===== src/rtl/alu_seq_unit.sv =====
// Sequential ALU: decodes aluop/funct into a 3-bit select and executes add/sub/or/nor in one
// cycle or sll/srl iteratively, SHIFT_STEP bits per cycle, behind valid/ready handshakes.
module alu_seq_unit #(
  parameter int unsigned WIDTH      = 16,
  parameter int unsigned SHAMT_W    = $clog2(WIDTH) + 1,
  parameter int unsigned SHIFT_STEP = 1
) (
  input  logic               clk,
  input  logic               rst_n,
  input  logic               in_valid,
  output logic               in_ready,
  input  logic [1:0]         aluop,
  input  logic [3:0]         funct,
  input  logic [WIDTH-1:0]   op_a,
  input  logic [WIDTH-1:0]   op_b,
  input  logic [SHAMT_W-1:0] shamt,
  output logic               out_valid,
  input  logic               out_ready,
  output logic [WIDTH-1:0]   result,
  output logic [2:0]         alu_sel,
  output logic               zero,
  output logic               ovf,
  output logic               err
);

  localparam logic [1:0] IDLE  = 2'd0;
  localparam logic [1:0] SHIFT = 2'd1;
  localparam logic [1:0] DONE  = 2'd2;

  localparam logic [2:0] SEL_ILL = 3'b000;
  localparam logic [2:0] SEL_SLL = 3'b001;
  localparam logic [2:0] SEL_SRL = 3'b010;
  localparam logic [2:0] SEL_NOR = 3'b011;
  localparam logic [2:0] SEL_SUB = 3'b100;
  localparam logic [2:0] SEL_OR  = 3'b101;
  localparam logic [2:0] SEL_ADD = 3'b110;

  localparam logic [SHAMT_W-1:0] WIDTH_C = SHAMT_W'(WIDTH);
  localparam logic [SHAMT_W-1:0] STEP_C  = SHAMT_W'(SHIFT_STEP);

  logic [1:0]         state_q, state_d;
  logic [WIDTH-1:0]   work_q, work_d;
  logic [SHAMT_W-1:0] cnt_q, cnt_d;
  logic [WIDTH-1:0]   result_q, result_d;
  logic [2:0]         sel_q, sel_d;
  logic               zero_q, zero_d;
  logic               ovf_q, ovf_d;
  logic               err_q, err_d;

  logic               accept;
  logic [2:0]         dec_sel;
  logic [WIDTH-1:0]   sum, diff, shifted;
  logic               ovf_add, ovf_sub;
  logic [SHAMT_W-1:0] shamt_clip, step, cnt_rem;

  assign in_ready  = (state_q == IDLE) | ((state_q == DONE) & out_ready);
  assign accept    = in_valid & in_ready;
  assign out_valid = (state_q == DONE);
  assign result    = result_q;
  assign alu_sel   = sel_q;
  assign zero      = zero_q;
  assign ovf       = ovf_q;
  assign err       = err_q;

  always_comb begin
    dec_sel = SEL_ILL;
    unique case (aluop)
      2'b00: dec_sel = SEL_ADD;
      2'b01: dec_sel = SEL_SUB;
      2'b10: begin
        case (funct)
          4'b0001: dec_sel = SEL_SLL;
          4'b0010: dec_sel = SEL_SRL;
          4'b0011: dec_sel = SEL_NOR;
          4'b0100: dec_sel = SEL_SUB;
          4'b0101: dec_sel = SEL_OR;
          4'b0110: dec_sel = SEL_ADD;
          default: dec_sel = SEL_ILL;
        endcase
      end
      default: dec_sel = SEL_ILL;
    endcase
  end

  assign sum     = op_a + op_b;
  assign diff    = op_a - op_b;
  assign ovf_add = (op_a[WIDTH-1] == op_b[WIDTH-1]) & (sum[WIDTH-1] != op_a[WIDTH-1]);
  assign ovf_sub = (op_a[WIDTH-1] != op_b[WIDTH-1]) & (diff[WIDTH-1] != op_a[WIDTH-1]);

  // Clamping to WIDTH keeps the iteration count bounded; WIDTH shifted bits already give zero.
  assign shamt_clip = (shamt > WIDTH_C) ? WIDTH_C : shamt;
  assign step       = (cnt_q < STEP_C) ? cnt_q : STEP_C;
  assign cnt_rem    = cnt_q - step;
  assign shifted    = (sel_q == SEL_SLL) ? (work_q << step) : (work_q >> step);

  always_comb begin
    state_d  = state_q;
    work_d   = work_q;
    cnt_d    = cnt_q;
    result_d = result_q;
    sel_d    = sel_q;
    zero_d   = zero_q;
    ovf_d    = ovf_q;
    err_d    = err_q;

    case (state_q)
      SHIFT: begin
        work_d = shifted;
        cnt_d  = cnt_rem;
        if (cnt_rem == '0) begin
          state_d  = DONE;
          result_d = shifted;
          zero_d   = (shifted == '0);
        end
      end
      DONE: begin
        if (out_ready) state_d = IDLE;
      end
      IDLE: ;
      default: state_d = IDLE;
    endcase

    // A new request overrides the DONE->IDLE drain when accepted in the same cycle.
    if (accept) begin
      state_d = DONE;
      sel_d   = dec_sel;
      ovf_d   = 1'b0;
      err_d   = 1'b0;
      case (dec_sel)
        SEL_ADD: begin
          result_d = sum;
          ovf_d    = ovf_add;
          zero_d   = (sum == '0);
        end
        SEL_SUB: begin
          result_d = diff;
          ovf_d    = ovf_sub;
          zero_d   = (diff == '0);
        end
        SEL_OR: begin
          result_d = op_a | op_b;
          zero_d   = ((op_a | op_b) == '0);
        end
        SEL_NOR: begin
          result_d = ~(op_a | op_b);
          zero_d   = (~(op_a | op_b) == '0);
        end
        SEL_SLL, SEL_SRL: begin
          if (shamt_clip == '0) begin
            result_d = op_a;
            zero_d   = (op_a == '0);
          end else begin
            state_d = SHIFT;
            work_d  = op_a;
            cnt_d   = shamt_clip;
            zero_d  = 1'b0;
          end
        end
        default: begin
          result_d = '0;
          err_d    = 1'b1;
          zero_d   = 1'b1;
        end
      endcase
    end
  end

  always_ff @(posedge clk or negedge rst_n) begin
    if (!rst_n) begin
      state_q  <= IDLE;
      work_q   <= '0;
      cnt_q    <= '0;
      result_q <= '0;
      sel_q    <= SEL_ILL;
      zero_q   <= 1'b0;
      ovf_q    <= 1'b0;
      err_q    <= 1'b0;
    end else begin
      state_q  <= state_d;
      work_q   <= work_d;
      cnt_q    <= cnt_d;
      result_q <= result_d;
      sel_q    <= sel_d;
      zero_q   <= zero_d;
      ovf_q    <= ovf_d;
      err_q    <= err_d;
    end
  end

endmodule

===== config.mk =====
export PLATFORM = sky130hd
export DESIGN_NAME = alu_seq_unit
export DESIGN_NICKNAME = d
export VERILOG_FILES = /design/src/rtl/alu_seq_unit.sv
export SDC_FILE = /design/constraint.sdc
export NUM_CORES = 1
export LEC_CHECK = 0
export BUFFER_PORTS_ARGS = -buffer_cell sky130_fd_sc_hd__buf_2
export CORE_MARGIN = 10
export CORE_UTILIZATION = 60
export DETAILED_ROUTE_END_ITERATION = 7
export GPL_TIMING_DRIVEN = 0
export PLACE_DENSITY = 0.81
export SYNTH_ARGS = -nofsm -noshare
export SYNTH_HDL_FRONTEND = slang
export SYNTH_SLANG_ARGS = --single-unit

===== constraint.sdc =====
create_clock -name clk -period 4.5 [get_ports clk]
set_clock_uncertainty 0.2 [all_clocks]
set_input_delay 1.125 -clock clk [delete_from_list [all_inputs] [get_ports clk]]
set_output_delay 1.125 -clock clk [all_outputs]
set_load 0.02 [all_outputs]

==> run summary <==
• **worst r2r src** cnt_q[3]
• **via density per instance** 6.54
• **Hold Buf Count CTS** 0
• **total number of vias** 6345
• **power density over cell area** 327 nW/um2
• **primary flip-flop cell chosen by synthesis mapping** dfrtp_1
• **placed wire-length estimate after detailed placement** 15900 um
• **instance area after placement** 6190 um2
• **filler cell count** 832
• **Slew Limit Fails** 0
• **Clock transition at path regs** 0.09 ns
• **antenna violations before repair** 0
• **Hold WC Path Type** reg -> reg
• **CP Buf/Inv Count** 3
• **area of the mapped netlist** 5690 um2
• **root cell of the clock tree** clkbuf_8
• **post-synthesis net count** 864
• **pin count of the biggest net entering global routing** 46
• **worst vdd ir** 0.243 mV
• **worst slew margin relative to its limit** 32.4%
• **top achievable clock speed** 232 MHz
• **sum of routed wire length over all layers** 19400 um
• **1st-pass router iterations** 6
• **die span in y** 117 um
• **R2R Path End** result[12]
• **TritonCTS Buffers** 5
• **data required time at the worst endpoint** 4.46 ns
• **leakage power figure** 0.00275 uW
• **post-layout net count** 939
• **global-route wire length before repair** 31000 um
• **Setup Buffers After CTS** 0
• **cell type of the slowest stage on the worst timing path** a2111oi_0
• **overall global routing resource usage** 26.7%
• **Core Region** 9240 um2
• **Initial Utilization** 61.5%
• **post-synthesis sequential element count** 45
• **count of cells along the worst hold path** 2
• **summed negative setup slack over all endpoints** 0 ns
• **post-synthesis async set-or-reset flop share** 100%
• **Yosys warnings** 0
• **die boundary width** 117 um
• **type of the setup path with the least slack** in -> reg
• **kind of cell adding the most delay to the critical path** simple AND/OR/NAND/NOR gates
• **cell-by-cell listing of the critical path** buf_2 -> inv_1 -> ha_1 -> buf_2 -> nor4_1 -> nor4b_2 -> nor3_2 -> nor3_1 -> a2111oi_0 -> o22ai_1
• **outcome** finished clean
• **vias in the first global route** 6057
• **count of inserted antenna diode cells** 0
• **most frequent cell after synthesis** nand2_1
• **number of synthesized flops with an enable pin** 0
• **detailed-route DRC error count** 0
• **average footprint of a synthesized cell** 7.43 um2
• **hold violation total from the final report** 0
• **path depth of the worst reg2reg path** 11
• **Iteration-0 DRC Markers** 567
• **signed area change from the synthesized netlist to the final layout** 10.9%
• **total number of placement rows** 35
• **worst slew pin tran** 1.00 ns
• **routed length per placed instance** 20.0 um
• **number of primary I/O pins** 71
• **crit path max fanout** 10
• **insertion delay of the later-clocked pin in the worst-skew pair** 0.30 ns
• **R2R setup slack** 0.58 ns
• **setup repair after global routing missed its margin** false
• **CTS max path bufs** 2
• **fraction of final layout cells with drive strength greater than 1** 12.7%
• **element type at the critical path end** flip-flop
• **Inst Count DP** 962
• **kind of launch point of the worst setup path** input port
• **Tmin final** 4.31 ns
• **depth of the CTS H-tree** 2
• **cell area after layout** 6310 um2
• **Gate Count Post-Synth** 765
• **Overflow after GRT** 0
• **count of endpoints failing setup in the final report** 0
• **critical path's largest stage delay** 0.76 ns
• **most prevalent standard cell on the critical path** buf_2
• **leading post-synthesis cells by cell area** dfrtp_1 (20%), ha_1 (11%), nand2_1 (6.2%)
• **share of the clock period used by the worst path after layout** 95.8%
• **non-filler instance count after layout** 970
• **number of port buffers** 68
• **portion of synthesized cell area occupied by the leading cell type** 19.8%
• **antenna violation net count after detailed routing** 0
• **RD Place Congestion** 1.01
• **TritonCTS clock tree** done
• **Hold Path Sink** ovf
• **number of distinct library cells after synthesis** 79
• **max_cap viols** 0
• **number of gates resized after cts** 0
• **cell type contributing the most total cell area after synthesis** dfrtp_1
• **arrival time of data at the critical path endpoint** 4.27 ns
• **number of clock sinks** 45
• **Die ar.** 13800 um2
• **leading post-synthesis cells by instance count** nand2_1 (94), a21oi_1 (68), nor2_1 (57)
• **portion of the post-synthesis area used by sequential elements** 19.8%
• **hold path startpoint** ovf
• **core occupancy in the finished layout** 68.3%
## worst min-delay path, stage by stage, from the launching register on
cell and delay [ns]:
dfrtp_1 0.35, nand2_1 0.04, o21ai_0 0.06
## layout by cell type, fill, tap and decap left out, types with 21 or more instances in the layout
| cell | Yosys | routed |
|---|---|---|
| dfrtp_1 | 45 | 45 |
| nor2_1 | 57 | 57 |
| buf_2 | 5 | 73 |
| a21oi_1 | 68 | 68 |
| clkbuf_1 | 35 | 35 |
| inv_1 | 46 | 46 |
| nor3_1 | 27 | 27 |
| nor4_1 | 21 | 21 |
| nand2_1 | 94 | 94 |
| o21ai_0 | 46 | 46 |
| ha_1 | 50 | 50 |
## logic make-up after synthesis
family                   count (synthesis)  synth area share [%]
XOR/XNOR                                22                  3.39
buffers and inverters                   87                  5.99
multiplexers                            21                  3.74
flip-flops                              45                  19.8
AND/OR/NAND/NOR                        289                  25.6
adder cells (fa/ha/maj)                 52                  11.7
AO/OA/AOI/OAI                          249                  29.8
## where the power goes
part	switching, uW	internal [uW]	total [uW]	leakage (uW)
Combinational	634	399	1030	0.00215
Clock	144	181	325	0.0000574
Sequential	171	530	701	0.000551
Total	950	1110	2060	0.00275
## worst max path at each step
stage | start | end | slack [ns] | cells after the start
after floorplan | op_a[2] | zero | 0.77 | 11
after global placement | op_a[4] | result[9] | -0.13 | 10
after detailed placement | op_a[4] | result[9] | -0.02 | 10
after CTS | op_a[4] | result[9] | 0.29 | 10
after global routing | op_a[4] | result[9] | 0.05 | 10
final | op_a[4] | result[9] | 0.19 | 10
## metrics by stage
step | setup slack, ns | power (uW) | hold WS [ns]
3_5_place_dp | -0.0202 | 1710 | 0.265
5_1_grt | 0.0472 | 2190 | 0.327
6_report | 0.190 | 2060 | 0.279
4_1_cts | 0.293 | 2030 | 0.286
3_3_place_gp | -0.130 | 1670 | 0.260
2_1_floorplan | 0.770 | 1380 | 0.375
## sequential cells by signal, summed over array words and instances, names as in the netlist
| name | cells |
|---|---|
| result | 16 |
| work_q | 16 |
| state_q | 2 |
| cnt_q | 5 |
| alu_sel | 3 |
| ovf | 1 |
| err | 1 |
| zero | 1 |
## cell type report
class                   count  area, um2  area share [%]
clock buffers               6       82.6            1.31
flip-flops and latches     45       1130            17.9
repair buffers             68        340            5.40
clock inverters             2       37.5           0.595
plain buffers              41        168            2.66
multi-input cells         633       4220            66.9
well taps                 129        161            2.56
inverters                  46        173            2.74
## layer usage
| metal | track usage [%] | part of all wire (%) | up-vias | routed length, um |
|---|---|---|---|---|
| met5 | 0 | 0 | - | 0 |
| met4 | 10.4 | 3.2 | 0 | 619 |
| met3 | 3.69 | 7.8 | 55 | 1520 |
| met2 | 46.5 | 49 | 341 | 9550 |
| met1 | 32.1 | 40 | 2963 | 7740 |
| li1 | - | - | 2986 | - |
No activity file was read; power rests on OpenSTA's default activity.
